==> src/rtl/shifter_8bit.sv <==
// Registered 8-bit barrel rotator with parallel load.
// Each rising edge either holds, rotates left/right by s, or loads i.
module shifter_8bit (
  output logic [7:0] o,
  input  logic [7:0] i,
  input  logic [1:0] c,
  input  logic [2:0] s,
  input  logic       clk,
  input  logic       rst_n
);

  typedef enum logic [1:0] {
    OP_HOLD  = 2'b00,
    OP_ROTL  = 2'b01,
    OP_ROTR  = 2'b10,
    OP_LOAD  = 2'b11
  } op_t;

  logic [7:0] r_reg;
  logic [7:0] r_next;

  // Stage k rotates by 2**k when s[k] is set; stage 0 is the stored word.
  logic [7:0] rol_stage [0:3];
  logic [7:0] ror_stage [0:3];

  assign rol_stage[0] = r_reg;
  assign ror_stage[0] = r_reg;

  generate
    for (genvar gi = 0; gi < 3; gi++) begin : g_stage
      localparam int SH = 1 << gi;
      assign rol_stage[gi+1] = s[gi] ?
        {rol_stage[gi][7-SH:0], rol_stage[gi][7:8-SH]} : rol_stage[gi];
      assign ror_stage[gi+1] = s[gi] ?
        {ror_stage[gi][SH-1:0], ror_stage[gi][7:SH]} : ror_stage[gi];
    end
  endgenerate

  // The rotate networks are only selected for rotate ops, so an unknown s
  // during hold or load never reaches the register.
  always_comb begin
    r_next = r_reg;
    case (op_t'(c))
      OP_HOLD: r_next = r_reg;
      OP_ROTL: r_next = rol_stage[3];
      OP_ROTR: r_next = ror_stage[3];
      OP_LOAD: r_next = i;
      default: r_next = r_reg;
    endcase
  end

  always_ff @(posedge clk or negedge rst_n) begin
    if (!rst_n) begin
      r_reg <= 8'h00;
    end else begin
      r_reg <= r_next;
    end
  end

  assign o = r_reg;

endmodule

==> config.mk <==
export PLATFORM = sky130hd
export DESIGN_NAME = shifter_8bit
export DESIGN_NICKNAME = d
export VERILOG_FILES = /design/src/rtl/shifter_8bit.sv
export SDC_FILE = /design/constraint.sdc
export NUM_CORES = 1
export LEC_CHECK = 0
export CAP_MARGIN = 20
export CORE_MARGIN = 4
export CORE_UTILIZATION = 55
export DETAILED_ROUTE_END_ITERATION = 16
export GPL_TIMING_DRIVEN = 1
export PLACE_DENSITY_LB_ADDON = 0.15
export SLEW_MARGIN = 10
export SYNTH_ARGS = -nofsm -noshare
export SYNTH_HDL_FRONTEND = slang
export SYNTH_SLANG_ARGS = --single-unit
==> constraint.sdc <==
create_clock -name clk -period 2.3 [get_ports clk]
set_input_delay 0.575 -clock clk [delete_from_list [all_inputs] [get_ports clk]]
set_output_delay 0.575 -clock clk [all_outputs]
set_load 0.05 [all_outputs]
## Word level (Yosys, flattened, before mapping)

Index checks and enable logic that the tools add are counted.

| word-level totals | value |
|---|---|
| output and inout bits | 8 |
| input bits | 15 |
| register bits | 8 |

| cells by class | value |
|---|---|
| multiplexer cells | 7 |
| eq/ne operators | 3 |
| reductions and logical operators | 1 |

Operator list:

| cell | number |
|---|---|
| 8-bit 2-to-1 mux | 6 |
| 8-bit one-hot mux with 3 select lines | 1 |
| 2-bit equality test, second input constant | 2 |
| 2-bit by 1-bit equality test with 1-bit output, second input constant | 1 |
| 2-bit zero test | 1 |

## Logic depth before layout (Yosys ltp)

Gate-level depths: netlist of run 1.

| depth | value |
|---|---|
| word-level depth | 4 |
| gate-level depth with buffers | 6 |

## Worst setup path before layout of run 1

Ideal clock, no wire load.

| path | value |
|---|---|
| kind | register -> register |
| start | reg r_reg[3], in the netlist o[3] |
| end | reg r_reg[0], in the netlist o[0] |
| stages on the path, launching flop included | 6 |
| path slack | 0.478 ns |
| setup time | 0.124 ns |
| buffers on the path | 1 |
| period minus slack after synthesis | 1.822 ns |
| arrival | 1.698 ns |
| path through | dfrtp_1 -> buf_2 -> mux4_1 -> mux2i_1 -> o22ai_1 -> a211o_1 |

| on the way | value |
|---|---|
| cells in the longest elaborated chain, start to end | 4 |
| elaborated cells on any way between the ends | 7 |
| classes of those cells | mux (7) |

RTL lines:

| element | RTL line | text |
|---|---|---|
| from (decl) | 19 | `logic [7:0] r_reg;` |
| from (signal assigned) | 56 | `r_reg <= r_next;` |
| 8-bit 2-to-1 mux (on tied branches) (3 in a row) | 34, 32 |  |
| 8-bit one-hot mux with 3 select lines * | 43 | `case (op_t'(c))` |

Mark *: on every way between the ends. The rest lies on a longest branch, timed or not.
A chain may end at the register's enable or synchronous reset.

## Worst setup path after layout of run 1

| path | value |
|---|---|
| start | in s[0] |
| end | reg r_reg[0], in the netlist o[0] |

| on the way | value |
|---|---|
| cells in the longest elaborated chain, start to end | 4 |
| elaborated cells on any way between the ends | 7 |
| classes of those cells | mux (7) |

RTL lines:

| element | RTL line | text |
|---|---|---|
| from (decl) | 7 | `input logic [2:0] s,` |
| 8-bit 2-to-1 mux (on tied branches) (3 in a row) | 34, 32 |  |
| 8-bit one-hot mux with 3 select lines * | 43 |  |

Marks and branches as above.

==> metrics, run 1 <==
dpl cell area 1380 um2; commonest non-fill, non-tap cell in the layout buf_4; row count 15; Yosys reg bits 8; Resize count post-CTS 0; Final HPWL DP 2.181 mm; top_reg_cell synth dfrtp_1; most frequent cells in the layout 19 x buf_4, 16 x clkdlybuf4s50_1, 12 x nor2_1, 11 x mux4_2, 8 x dfrtp_1; async set-or-reset flop fraction in the synthesized netlist 100.0%; fin nets 140; f_max approximately 0.46 GHz; CTS Hold Buffers Added 0; Die Width 52.90 um; Num CTS Buffers 3; fin area 1403 um2; Post-Syn Nets 114; Setup Skew 13.68 ps; average wire per standard cell between 15 and 20 um; Hold Path Class in2async; final setup fails 0; total clock sinks 8; fin crit period 2159 ps; WP buf/inv 3; post-DR vias/cell 7.149; IO Port Bufs 22; ANT nets after route 0; global route overflow 0; Crit Path Max Fanout 6; GRT Overall Usage 24.07%; Placer Congestion 0.9132; CORE AREA 1821 um2; vias in the first global route 998; CP delay by family, top buffers and inverters; DR vias 1058; Die Height 52.90 um; layout cells sized above 1 between 20% and 30%; initial core utilization 60.89%; P&R area growth vs syn 26.52%; worst skew pair latency about 260 ps; number of synthesized flops with an enable pin 0; Worst Path Arrival 2310 ps; WL final 2.901 mm; RSZ-0062 raised after global routing no; post-CTS setup repair buffer count 0; largest net degree at the start of global routing 27; Yosys cell types 31; Final Util between 70 and 80%; clock buffer depth 2; Max-cap violations 0; I/O pin count 23; Req. time, crit path 2450 ps; TritonCTS clock tree done; status finished clean; Pleak 0.5709 nW; Crit. End Element flop; Slew headroom 65.21%; first-pass GRT wire length between 4 and 5 mm; Worst Path Class, Setup in2reg; number of flip-flops in the largest register 8; antenna diode count 0; DRC violation count after routing 0; CP cell instances clkdlybuf4s50_1, buf_4, mux4_1, inv_1, o22ai_1, a211o_1; Crit path largest cell delay 580 ps; R2R cell count 4; Slowest cell on crit path clkdlybuf4s50_1; first-pass detailed-route iteration total 4; CP Launch Type primary input; H-tree Lvls 1; sequential share of the synthesized area 18.06%; Gate Count Post-Synth 99; worst vdd ir about 380 uV; worst-margin pin slew around 520 ps; crit share post-route 93.88%; Cell Pwr Density around 640 nW/um2; netlist area before placement approximately 1100 um2; fillers ~130; Root Driver clkbuf_4; pins over their slew limit 0; Hold Fails Final Rpt 0; syn avg cell area 11.20 um2; Iter 0 DRT Violations 45; WP depth 6; initial antenna violation count 0; full die area 2798 um2; Yosys Warn Count 0; clk slew on worst S/H paths 60 ps
-- final timing paths --
kind	startpoint	end	slack, ps
max	s[0]	o[0]$_DFFE_PN0P_	140
min	rst_n	o[0]$_DFFE_PN0P_	590
max reg2reg	o[1]$_DFFE_PN0P_	o[3]$_DFFE_PN0P_	540
min reg2reg	o[6]$_DFFE_PN0P_	o[6]$_DFFE_PN0P_	760
max in group asynchronous	rst_n	o[3]$_DFFE_PN0P_	1430
min in group clk	o[6]$_DFFE_PN0P_	o[6]$_DFFE_PN0P_	760
-- layout make-up --
class	count	area [um2]	area share, %
Multi-Input combinational cell	74	818.3	58.34
Clock buffer	3	22.52	1.606
Tap cell	25	31.28	2.230
Sequential cell	8	200.2	14.27
Inverter	2	7.507	0.5352
Timing Repair Buffer	36	322.8	23.02
-- cells in the mapped netlist, types with 2 or more instances --
cell / number / area share [%]
nor2_1: 12 / 4.1
a21oi_1: 2 / 0.90
buf_6: 2 / 2.0
clkbuf_1: 5 / 1.7
dfrtp_1: 8 / 18
o221ai_1: 4 / 3.2
mux4_2: 11 / 22
nand2_1: 3 / 1.0
buf_2: 6 / 2.7
nor3b_1: 2 / 1.4
a21o_1: 4 / 2.7
o32ai_1: 5 / 4.0
mux2i_1: 6 / 5.4
mux4_1: 7 / 17
nand3b_1: 3 / 2.0
nand3_1: 3 / 1.4
a22oi_1: 2 / 1.4
-- kinds of logic after synthesis --
kind of cell           count (synthesis)  synth area share [%]
flip-flops                             8                 18.06
buffers and inverters                 17                 8.126
AO/OA/AOI/OAI                         24                 17.72
multiplexers                          24                 44.36
AND/OR/NAND/NOR                       26                 11.74
-- per-stage QoR --
| stage | setup TNS [ps] | total power, mW | setup slack (ps) | instances | hold slack [ps] |
|---|---|---|---|---|---|
| after CTS | 0 | 0.8960 | 143.2 | 148 | 607.0 |
| final | 0 | 0.8991 | 140.7 | 148 | 592.4 |
| after global routing | 0 | 0.9528 | 58.11 | 148 | 620.1 |
| after floorplan | 0 | 0.6125 | 477.8 | 99 | 279.4 |
| after detailed placement | -495.4 | 0.7862 | -129.2 | 145 | 741.1 |
| after global placement | -286.7 | 0.7736 | -110.6 | 145 | 746.1 |
-- routing by layer --
layer / GRT usage, % / wire [um] / vias up
met5: 0 / 0 / -
met2: 38.64 / 1422 / 72
met1: 33.15 / 1166 / 519
met3: 2.535 / 253 / 6
met4: 9.787 / 58 / 0
li1: - / - / 461
-- worst reg2reg max path: cells and delay by family (launching register included) --
kind / cells / cell delay (ps)
flip-flops: 1 / 540
AO/OA/AOI/OAI: 3 / 510
multiplexers: 1 / 580
-- power by group --
part	total (mW)	switching [mW]	leakage, nW	internal, mW
clock network	0.112	0.0517	0.0138	0.0600
registers	0.256	0.0860	0.0928	0.170
logic	0.531	0.266	0.464	0.266
total	0.899	0.403	0.571	0.496
No activity file was read; power rests on OpenSTA's default activity.
==> run 2, diff against run 1 <==
--- a/config.mk
+++ b/config.mk
@@ -5,7 +5,6 @@
 export SDC_FILE = /design/constraint.sdc
 export NUM_CORES = 1
 export LEC_CHECK = 0
-export CAP_MARGIN = 20
 export CORE_MARGIN = 4
 export CORE_UTILIZATION = 55
 export DETAILED_ROUTE_END_ITERATION = 16
==> results of run 2 <==
Final layout, timing and power as in run 1 (identical DEF).
==> run 3, diff against run 2 <==
--- a/config.mk
+++ b/config.mk
@@ -14,3 +14,4 @@
 export SYNTH_ARGS = -nofsm -noshare
 export SYNTH_HDL_FRONTEND = slang
 export SYNTH_SLANG_ARGS = --single-unit
+export TNS_END_PERCENT = 5
==> results of run 3 <==
Final layout, timing and power as in run 1 (identical DEF).
